$ cat src/rtl/fetch_stage.sv
// Instruction fetch stage: issues word-aligned reads to a fixed one-cycle-latency
// instruction memory and buffers responses in a 2-entry FIFO toward decode.
module fetch_stage #(
  parameter logic [31:0] RESET_PC = 32'h0000_2000
) (
  input  logic        clk,
  input  logic        rst,
  input  logic        redirect_valid,
  input  logic [31:0] redirect_pc,
  output logic        imem_en,
  output logic [31:0] imem_addr,
  input  logic [31:0] imem_rdata,
  output logic        out_valid,
  input  logic        out_ready,
  output logic [31:0] out_instr,
  output logic [31:0] out_pc
);

  localparam int unsigned XLEN  = 32;
  localparam int unsigned DEPTH = 2;
  localparam int unsigned CNT_W = 2;
  localparam int unsigned OCC_W = 3;

  logic [XLEN-1:0]  pc_f;
  logic [XLEN-1:0]  fifo_pc    [DEPTH];
  logic [XLEN-1:0]  fifo_instr [DEPTH];
  logic             rd_ptr;
  logic             wr_ptr;
  logic [CNT_W-1:0] count;
  logic             inflight;
  logic [XLEN-1:0]  inflight_pc;

  logic             redirect;
  logic [XLEN-1:0]  redirect_addr;
  logic             kill;
  logic             pop;
  logic             push;
  logic [OCC_W-1:0] occupancy;

  // Control: redirect outranks sequential issue; reset masks everything.
  always_comb begin
    redirect      = redirect_valid && !rst;
    redirect_addr = {redirect_pc[XLEN-1:2], 2'b00};
    out_valid     = (count != '0) && !redirect && !rst;
    pop           = out_valid && out_ready;
    // A response landing in a redirect cycle belongs to the abandoned stream.
    kill          = redirect;
    push          = inflight && !kill && !rst;
    occupancy     = OCC_W'(count) + OCC_W'(inflight) - OCC_W'(pop);
    imem_en       = 1'b0;
    imem_addr     = pc_f;
    if (rst) begin
      imem_en = 1'b0;
    end else if (redirect) begin
      imem_en   = 1'b1;
      imem_addr = redirect_addr;
    end else if (occupancy < OCC_W'(DEPTH)) begin
      imem_en = 1'b1;
    end
  end

  assign out_pc    = fifo_pc[rd_ptr];
  assign out_instr = fifo_instr[rd_ptr];

  // Control state: fetch PC, FIFO pointers/count, in-flight tracking.
  always_ff @(posedge clk) begin
    if (rst) begin
      pc_f        <= RESET_PC;
      rd_ptr      <= 1'b0;
      wr_ptr      <= 1'b0;
      count       <= '0;
      inflight    <= 1'b0;
      inflight_pc <= '0;
    end else begin
      inflight    <= imem_en;
      inflight_pc <= imem_addr;
      if (redirect) begin
        pc_f   <= redirect_addr + XLEN'(4);
        rd_ptr <= 1'b0;
        wr_ptr <= 1'b0;
        count  <= '0;
      end else begin
        if (imem_en) pc_f <= pc_f + XLEN'(4);
        if (push)    wr_ptr <= ~wr_ptr;
        if (pop)     rd_ptr <= ~rd_ptr;
        count <= CNT_W'(count + CNT_W'(push) - CNT_W'(pop));
      end
    end
  end

  // Payload storage needs no reset; valid-ness is tracked by count.
  always_ff @(posedge clk) begin
    if (push) begin
      fifo_pc[wr_ptr]    <= inflight_pc;
      fifo_instr[wr_ptr] <= imem_rdata;
    end
  end

  // Issue throttling must always leave room for the in-flight response.
  always_ff @(posedge clk) begin
    if (!rst && push && !pop) begin
      assert (count < CNT_W'(DEPTH))
        else $error("fetch_stage FIFO overflow");
    end
  end

endmodule

$ cat config.mk
export PLATFORM = sky130hd
export DESIGN_NAME = fetch_stage
export DESIGN_NICKNAME = d
export VERILOG_FILES = /design/src/rtl/fetch_stage.sv
export SDC_FILE = /design/constraint.sdc
export NUM_CORES = 1
export LEC_CHECK = 0
export BUFFER_PORTS_ARGS = -buffer_cell sky130_fd_sc_hd__buf_4
export CORE_UTILIZATION = 25
export CTS_BUF_LIST = sky130_fd_sc_hd__clkbuf_4 sky130_fd_sc_hd__clkbuf_8
export DETAILED_ROUTE_END_ITERATION = 12
export PLACE_DENSITY = 0.4
export SLEW_MARGIN = 0
export SYNTH_ARGS = -nofsm -noshare
export SYNTH_HDL_FRONTEND = slang
export SYNTH_SLANG_ARGS = --single-unit
$ cat constraint.sdc
create_clock -name clk -period 5.19 [get_ports clk]
set_input_delay 1.038 -clock clk [delete_from_list [all_inputs] [get_ports clk]]
set_output_delay 1.038 -clock clk [all_outputs]
set_load 0.005 [all_outputs]
==> reports/qor.txt <==
Status - finished, final reports clean
Leak - 3.80 nW
Synth area leader - edfxtp_1
Clock Sinks - 190
Synth top area cells - edfxtp_1 (46%), dfxtp_1 (16%), mux2_2 (9.8%), mux2i_1 (3.7%), nand2_1 (3.4%)
CTS Buf Count - 17
Unrepaired setup endpoints after global routing - no
Vias - 5345
Predominant post-synthesis flop cell - edfxtp_1
Die area - 33000 um2
GP Congestion - 0.762
Core region area - 31600 um2
Mapped Cells - 621
Synth cell types - 54
Cells on worst reg2reg path - 11
TritonCTS clock tree - built
Post-CTS Setup Inserts - 0
Layout area overhead - 24.4%
Largest net degree at the start of global routing - 63
Ys async rst share - 0%
CTS resizes - 0
Most frequent cell after synthesis - edfxtp_1
Hold endpoint - fifo_pc[0][26]$_DFFE_PP_
Relative slew slack - 32.5%
Final Hold Viols - 0
CP endpoint kind - output pin
Post-Synthesis Cell Area - 8070 um2
Crit path max fanout - 25
Vias in the first global route - 5771
Worst slew pin tran - 1010 ps
N_diodes - 0
Fin. max-slew vios - 0
Hold path start - inflight_pc[26]$_SDFF_PP0_
Chip Width - 182 um
Share of layout cells above drive strength 1 - 36.9%
Critical R2R Launch - count[1]$_SDFF_PP0_
Drt total wl - 20800 um
Setup TNS - 0 ps
Hold Path Depth - 0
Post-route DRC - 0
Crit Path Category - primary input to output pin
Starting Density - 25.5%
Die H - 182 um
Fin crit period - 4230 ps
Final Util - 31.7%
Initial DRC Count - 226
Avg Inst Size Synth - 13.0 um2
Clk_lat worst skew - 470 ps
Post-synthesis register bit count - 190
Clock transition at the registers of the reported paths - 100 ps
Post-synth EDFFs - 124
Top cell type's share of synthesized area - 46.2%
Root Driver - clkbuf_8
Worst-case clock buffer depth - 2
Grt total ovfl - 0
GRT Total Usage - 13.0%
FP Rows - 65
Power Dens Cells - 290 nW/um2
Pre-antenna DRT Iters - 4
Vias per cell - 4.49
Ports - 166
WP data arrival - 3190 ps
First-pass GRT wire length - 32500 um
DRT antenna net count - 0
Fin Clk Skew - 22.1 ps
Synth warnings - 0
Most frequent cells after synthesis - edfxtp_1 (124), nand2_1 (74), mux2_2 (70), dfxtp_1 (66), mux2i_1 (30)
FMAX - 236 MHz
Reg-to-Reg End - pc_f[31]$_SDFFE_PP0P_
Initial antenna violation count - 0
Final net count - 848
Register area share after synthesis - 62.6%
Routed wire length per instance - 17.5 um
Htree depth - 4
R2R Setup Slk - 2310 ps
Hold Buf Count CTS - 0
Final Setup Violations - 0
Type of origin of the critical path - primary input
Crit path required time - 4150 ps
Hold Crit Class - register to register
Peak supply drop - 0.128 mV
Port Buffer Count - 159
Dpl hpwl - 14000 um
Reported max-cap violation count - 0
Final worst-path cycle share - 81.5%
flip-flops by register name, indices dropped and copies added (netlist names), named ones only:
register / count
pc_f: 30
inflight_pc: 30
wr_ptr: 1
fifo_instr: 64
fifo_pc: 60
rd_ptr: 1
inflight: 1
count: 2
layout by cell type (no fill, tap or decap), types with 3 or more instances in the layout:
cell and n:
buf_4 165, edfxtp_1 124, nand2_1 74, mux2_2 70, dfxtp_1 65, mux2i_1 30, nor2_1 27, inv_1 24
nand3_1 22, clkbuf_8 17, xnor2_1 16, and2_1 14, nor3_1 13, o21ai_0 12, a21oi_1 10, nand4_1 10
and3_1 8, nand3b_1 6, a31oi_1 6, inv_6 6, o31ai_1 4, ha_1 4, conb_1 4, mux2i_4 3
nor4_2 3, nor4_1 3, o21ai_1 3, clkinv_2 3, clkinv_4 3
cells by family after synthesis:
family                     share of synthesized area, %
AOI/OAI and AO/OA                                  4.05
other                                            0.0465
adders and majority gates                         0.869
DFF                                                62.6
muxes                                              14.7
xor gates and xnor gates                           1.74
and+or+nand+nor                                    12.4
buffers and inverters                              3.61
through the flow:
| stage | hold WS, ps | power, W | std cells | instance area [um2] | worst slack [ps] |
|---|---|---|---|---|---|
| final | 433 | 0.00291 | 1190 | 10000 | 959 |
| after detailed placement | 412 | 0.00203 | 1158 | 9680 | 930 |
| after global placement | 407 | 0.00202 | 1158 | 9680 | 1030 |
| after global routing | 442 | 0.00306 | 1190 | 10000 | 737 |
| after CTS | 432 | 0.00298 | 1190 | 10000 | 922 |
| after floorplan | 404 | 0.00187 | 624 | 8080 | 697 |
metal layers:
layer	track usage, %	wire (um)	up-vias	share of wire (%)
met3	3.13	782	13	3.8
met4	3.76	252	0	1.2
li1	-	-	2541	-
met5	0	0	-	0
met1	15.9	9350	2655	45
met2	22.7	10500	136	50
final cells by class:
type | instances | area (um2)
tap | 402 | 503
inverter | 25 | 93.8
timing repair buffer | 166 | 1260
clock inverter | 15 | 124
fill | 3245 | 21600
multi-input combinational | 375 | 2770
clock buffer | 17 | 234
sequential | 190 | 5050
critical path, stage by stage:
cell and delay (ps):
buf_4 210, nor2_1 260, o21a_1 170, and2_1 200, ha_1 250, nor2b_1 180, fa_1 440, nor2_1 190
o21ai_4 70, clkinv_1 60, buf_4 100
report_power, final:
part,internal [W],switching (W),leakage [nW]
Sequential,0.00166,0.0000259,1.67
Clock,0.000347,0.000579,0.186
Combinational,0.000141,0.000158,1.94
worst max path at each step:
stage / from / end / slack [ps] / cells past startpoint
global route: rst / imem_en / 740 / 11
floorplan: rst / fifo_instr[0][0]$_DFFE_PP_ / 700 / 4
CTS: rst / imem_en / 920 / 11
detailed placement: rst / imem_en / 930 / 11
global placement: rst / imem_en / 1030 / 11
finish: rst / imem_en / 960 / 11
Note: power is estimated with default switching activity, not from simulation.
